### src/rtl/byte_stripe_n.sv
// byte_stripe_n: round-robin striper of DW-bit symbols (with K flags) across
// up to LANES output lanes. Run-time active lane count, flush with pad
// symbols, registered one-cycle word strobe and a wrapping word counter.
//
// Handshake: IN_VALID qualifies D/DK for the current edge and is always
// accepted (no ready). OUT_VALID is a one-cycle strobe with no backpressure;
// LANE_* hold the last emitted word between strobes.
module byte_stripe_n #(
    parameter int              LANES   = 4,
    parameter int              DW      = 8,
    parameter logic [DW-1:0]   PAD_SYM = 8'hF7,
    parameter int              PW      = $clog2(LANES)
) (
    input  logic                CLK,
    input  logic                RESET,
    input  logic                IN_VALID,
    input  logic [DW-1:0]       D,
    input  logic                DK,
    input  logic [PW-1:0]       ACT_M1,
    input  logic                FLUSH,
    output logic [LANES*DW-1:0] LANE_DATA,
    output logic [LANES-1:0]    LANE_DK,
    output logic [LANES-1:0]    LANE_EN,
    output logic                OUT_VALID,
    output logic                OUT_PADDED,
    output logic [15:0]         WORD_CNT
);

    logic [PW-1:0]       ptr_q, ptr_d;
    logic [PW-1:0]       act_q, act_d;
    logic [DW-1:0]       stg_sym_q [LANES];
    logic [DW-1:0]       stg_sym_d [LANES];
    logic                stg_k_q   [LANES];
    logic                stg_k_d   [LANES];
    logic [LANES*DW-1:0] lane_data_q, lane_data_d;
    logic [LANES-1:0]    lane_dk_q, lane_dk_d;
    logic [LANES-1:0]    lane_en_q, lane_en_d;
    logic                out_valid_q, out_valid_d;
    logic                out_padded_q, out_padded_d;
    logic [15:0]         word_cnt_q, word_cnt_d;

    // Lane count in force for the word being filled: at a word boundary the
    // live ACT_M1 applies immediately, otherwise the value latched at the start.
    logic [PW-1:0] act_eff;
    logic          complete;
    logic          pad_emit;

    // Next-state: accept symbol, detect word completion or flush, build word.
    always_comb begin
        ptr_d        = ptr_q;
        act_d        = act_q;
        stg_sym_d    = stg_sym_q;
        stg_k_d      = stg_k_q;
        lane_data_d  = lane_data_q;
        lane_dk_d    = lane_dk_q;
        lane_en_d    = lane_en_q;
        out_valid_d  = 1'b0;
        out_padded_d = 1'b0;
        word_cnt_d   = word_cnt_q;

        act_eff  = (ptr_q == '0) ? ACT_M1 : act_q;
        complete = IN_VALID && (ptr_q == act_eff);
        pad_emit = FLUSH && (IN_VALID || (ptr_q != '0)) && !complete;

        if (ptr_q == '0) begin
            act_d = ACT_M1;
        end

        if (IN_VALID) begin
            stg_sym_d[ptr_q] = D;
            stg_k_d[ptr_q]   = DK;
            ptr_d            = ptr_q + PW'(1);
        end

        if (complete || pad_emit) begin
            ptr_d        = '0;
            out_valid_d  = 1'b1;
            out_padded_d = pad_emit;
            word_cnt_d   = word_cnt_q + 16'd1;
            for (int k = 0; k < LANES; k++) begin
                if (PW'(k) > act_eff) begin
                    lane_data_d[k*DW +: DW] = '0;
                    lane_dk_d[k]            = 1'b0;
                    lane_en_d[k]            = 1'b0;
                end else begin
                    lane_en_d[k] = 1'b1;
                    if (IN_VALID && (PW'(k) == ptr_q)) begin
                        // completing / last symbol bypasses the staging array
                        lane_data_d[k*DW +: DW] = D;
                        lane_dk_d[k]            = DK;
                    end else if ((PW'(k) > ptr_q) || ((PW'(k) == ptr_q) && !IN_VALID)) begin
                        // lane never filled in this word: only reachable on flush
                        lane_data_d[k*DW +: DW] = PAD_SYM;
                        lane_dk_d[k]            = 1'b1;
                    end else begin
                        lane_data_d[k*DW +: DW] = stg_sym_q[k];
                        lane_dk_d[k]            = stg_k_q[k];
                    end
                end
            end
        end
    end

    // State and output registers; reset discards any partial word.
    always_ff @(posedge CLK or posedge RESET) begin
        if (RESET) begin
            ptr_q        <= '0;
            act_q        <= PW'(LANES - 1);
            for (int k = 0; k < LANES; k++) begin
                stg_sym_q[k] <= '0;
                stg_k_q[k]   <= 1'b0;
            end
            lane_data_q  <= '0;
            lane_dk_q    <= '0;
            lane_en_q    <= '0;
            out_valid_q  <= 1'b0;
            out_padded_q <= 1'b0;
            word_cnt_q   <= '0;
        end else begin
            ptr_q        <= ptr_d;
            act_q        <= act_d;
            stg_sym_q    <= stg_sym_d;
            stg_k_q      <= stg_k_d;
            lane_data_q  <= lane_data_d;
            lane_dk_q    <= lane_dk_d;
            lane_en_q    <= lane_en_d;
            out_valid_q  <= out_valid_d;
            out_padded_q <= out_padded_d;
            word_cnt_q   <= word_cnt_d;
        end
    end

    assign LANE_DATA  = lane_data_q;
    assign LANE_DK    = lane_dk_q;
    assign LANE_EN    = lane_en_q;
    assign OUT_VALID  = out_valid_q;
    assign OUT_PADDED = out_padded_q;
    assign WORD_CNT   = word_cnt_q;

endmodule

### config.mk
export PLATFORM = sky130hd
export DESIGN_NAME = byte_stripe_n
export DESIGN_NICKNAME = d
export VERILOG_FILES = /design/src/rtl/byte_stripe_n.sv
export SDC_FILE = /design/constraint.sdc
export NUM_CORES = 1
export LEC_CHECK = 0
export ABC_CLOCK_PERIOD_IN_PS = 3160
export CAP_MARGIN = 5
export CORE_AREA = 2 2 86 96
export DETAILED_ROUTE_END_ITERATION = 8
export DIE_AREA = 0 0 88 98
export PLACE_DENSITY = 0.78
export SYNTH_ARGS = -nofsm -noshare
export SYNTH_HDL_FRONTEND = slang
export SYNTH_SLANG_ARGS = --single-unit
export TNS_END_PERCENT = 100
### constraint.sdc
create_clock -name CLK -period 3.16 [get_ports CLK]
set_input_delay 0.316 -clock CLK [delete_from_list [all_inputs] [get_ports CLK]]
set_output_delay 0.316 -clock CLK [all_outputs]
set_load 0.005 [all_outputs]
==> flow_summary.yaml <==
sta:
  slew_at_the_pin_closest_to_its_max_slew_limit_ps: 755
  tns_ps: 0
  rsz_0062_raised_after_global_routing: "no"
  finalHoldViolCount: 0
  layout_setup_ws_ps: 500
  timing.final.crit_share_pct: 84.2
  skew_ps: 14.9
  fmax_ghz: 0.376
  timing.slew.headroom_pct: 49.3
  report.final.setup_viol: 0
  slew_viol_final: 0
  min_period_ps: 2660
setup_path:
  end_kind: "register"
  cell_chain_of_the_critical_path: "inv_1 -> ha_1 -> mux2i_4 -> xnor2_2 -> a32oi_1 -> o21ai_1 -> a22o_1"
  cpLargestDelayFamily: "compound AO/OA/AOI/OAI gates"
  cpPeakStageDelay_ps: 620
  critPathLaunchType: "register"
  crit_path_max_fanout: 10
  critical-path-slowest-cell: "sky130_fd_sc_hd__o21ai_1"
  number_of_buffers_and_inverters_on_the_critical_path: 1
  critical_path_class: "register to register"
  critical_path_arrival_ps: 2940
  timing.critical_path.required_ps: 3440
final_layout:
  final_core_util_pct: 63.5
  multi_input_comb_area_um2: 1530
  syn_to_final_growth_pct: 25.7
  seq_area_um2: 2230
  antenna_cells: 0
  final.fill_count: 628
  drive_above_1_share_pct: 13.6
  layout.nets: 443
synthesis:
  synthesis_warning_total: 0
  syn_nets: 373
  dominantRegCellSynth: "sky130_fd_sc_hd__dfrtp_1"
  synthTopCellsByCount: "sky130_fd_sc_hd__dfrtp_1, sky130_fd_sc_hd__nand2_1, sky130_fd_sc_hd__nor2_1"
  largest_area_contributor_in_the_netlist: "sky130_fd_sc_hd__dfrtp_1"
  yosysSeqAreaShare_pct: 57.3
  syn-instance-count: 353
  asyncSetResetFlopFracSynth_pct: 100
  syn_area_um2: 3890
  synth.distinct_cells: 40
  syn_avg_cell_area_um2: 11.0
  count_of_flip_flops_with_a_built_in_enable_after_synthesis: 0
  yosysTopAreaCellShare_pct: 56.0
  postSynthRegisterBits: 89
  synth.area.top_cells: "sky130_fd_sc_hd__dfrtp_1, sky130_fd_sc_hd__mux2_2, sky130_fd_sc_hd__nand2_1, sky130_fd_sc_hd__nor2_1, sky130_fd_sc_hd__o21ai_0"
  synth_most_common_cell: "sky130_fd_sc_hd__dfrtp_1"
die:
  fp.coreArea_um2: 7700
  floorplan.initialDensity_pct: 50.5
  die_y_um: 98
  row_count: 34
  die_w_um: 88
  floorplan.die_area_um2: 8620
  io_pins: 73
detailed_routing:
  final_antenna_net_count: 0
  routed_wirelength_um: 8700
  route.vias.total: 2933
  viasPerCell: 5.47
  post_drt_wl_per_cell_um: 16.2
  drcViolationCount: 0
  drt_first_iter_violations: 172
  drt_pass1_iterations: 5
clock_network:
  clock-sinks: 89
  cts_tree: "yes"
  clk-insertion-delay-late_ps: 350
  postCtsHoldBufs: 0
  post-cts-setup-buffer-count: 0
  root_buffer: "sky130_fd_sc_hd__clkbuf_8"
  h_tree_levels: 3
  clock_tree.buffer_depth: 2
  cts_resized: 0
  cts.reportedPaths.clkPinSlew_ps: 90
  cts_inserted_buffers: 9
place:
  dp_hpwl_um: 6100
  io_buffers: 72
  pre_cts_slack_ps: 526
  gpl_congestion: 0.805
grt:
  globalRouteOverflowTotal: 0
  grt_antenna_before_repair: 0
  grt_first_pass_wirelength_um: 14500
  grt_max_degree: 36
  first_global_vias: 2893
  groute.usage.overall_pct: 21.5
power:
  pwr_density_cell_nw_per_um2: 985
  cell_leakage_power_uw: 0.00209
  ir_worst_vdd_mv: 0.533
outcome:
  status: "complete, no violations"
run:
  cap_violations: 0
worst_hold_path:
  hold_path_class: "primary input to asynchronous set/reset pin"
-- routing by layer --
metal	up-vias	global-route usage (%)	wire length, um
met5	-	0	0
met1	1453	31.1	3930
li1	1368	-	-
met3	15	3.04	441
met4	0	8.40	148
met2	97	32.7	4170
-- cell families after synthesis --
family | after synthesis | synth area share [%]
XOR/XNOR | 18 | 4.44
AO/OA/AOI/OAI | 72 | 12.3
buffers and inverters | 29 | 3.35
flip-flops | 89 | 57.3
adder cells (fa/ha/maj) | 5 | 1.61
AND/OR/NAND/NOR | 112 | 12.3
multiplexers | 28 | 8.66
-- state kept, by name (all words and copies together) (netlist names) --
signal,flops
LANE_DATA,32
LANE_DK,4
LANE_EN,4
OUT_PADDED,1
OUT_VALID,1
WORD_CNT,16
act_q,2
ptr_q,2
stg_k_q,3
stg_sym_q,24
-- through the flow --
stage | instance area, um2 | instances | power (uW) | hold slack [ps]
3_3_place_gp | 4700 | 520 | 3990 | 458
3_5_place_dp | 4700 | 520 | 4100 | 464
2_1_floorplan | 3890 | 353 | 3210 | 446
6_report | 4890 | 536 | 4820 | 332
4_1_cts | 4890 | 536 | 4840 | 350
5_1_grt | 4890 | 536 | 5160 | 389
-- worst paths after layout --
path | slack, ps | startpoint | end | depth (start not counted)
setup / recovery | 500 | ptr_q[0]$_DFFE_PP0P_ | LANE_DATA[10]$_DFFE_PP0P_ | 7
hold / removal | 330 | RESET | LANE_EN[3]$_DFFE_PP0P_ | 2
setup reg to reg | 500 | ptr_q[0]$_DFFE_PP0P_ | LANE_DATA[10]$_DFFE_PP0P_ | 7
hold reg to reg | 480 | WORD_CNT[15]$_DFFE_PP0P_ | WORD_CNT[15]$_DFFE_PP0P_ | 1
max in group asynchronous | 2120 | RESET | LANE_DATA[27]$_DFFE_PP0P_ | 3
min in group CLK | 480 | WORD_CNT[15]$_DFFE_PP0P_ | WORD_CNT[15]$_DFFE_PP0P_ | 1
-- layout make-up --
type	instances	share of cell area (%)
Multi-Input combinational cell	235	31.3
Tap cell	108	2.76
Clock buffer	11	3.10
Timing Repair Buffer	79	15.8
Inverter	9	0.716
Clock inverter	5	0.742
Sequential cell	89	45.6
-- layout by cell type (no fill, tap or decap), types with 3 or more instances in the layout --
cell,n
sky130_fd_sc_hd__nand3_1,8
sky130_fd_sc_hd__dfrtp_1,87
sky130_fd_sc_hd__xor2_1,6
sky130_fd_sc_hd__clkbuf_8,11
sky130_fd_sc_hd__a21oi_1,9
sky130_fd_sc_hd__o221ai_1,8
sky130_fd_sc_hd__clkinv_2,3
sky130_fd_sc_hd__mux2_2,25
sky130_fd_sc_hd__inv_1,5
sky130_fd_sc_hd__a22oi_1,8
sky130_fd_sc_hd__xnor2_1,10
sky130_fd_sc_hd__buf_4,7
sky130_fd_sc_hd__ha_1,5
sky130_fd_sc_hd__a31oi_1,3
sky130_fd_sc_hd__a22o_1,9
sky130_fd_sc_hd__nor2_1,39
sky130_fd_sc_hd__nand2_1,46
sky130_fd_sc_hd__o21ai_0,28
sky130_fd_sc_hd__clkdlybuf4s50_1,72
sky130_fd_sc_hd__nand4_1,6
sky130_fd_sc_hd__nor3_1,4
-- power by group --
| group | total [uW] | internal (uW) | switching, uW |
|---|---|---|---|
| clock | 736 | 333 | 403 |
| combinational | 2120 | 1100 | 1020 |
| sequential | 1960 | 1640 | 317 |
| total | 4820 | 3080 | 1740 |
Note: power is estimated with default switching activity, not from simulation.
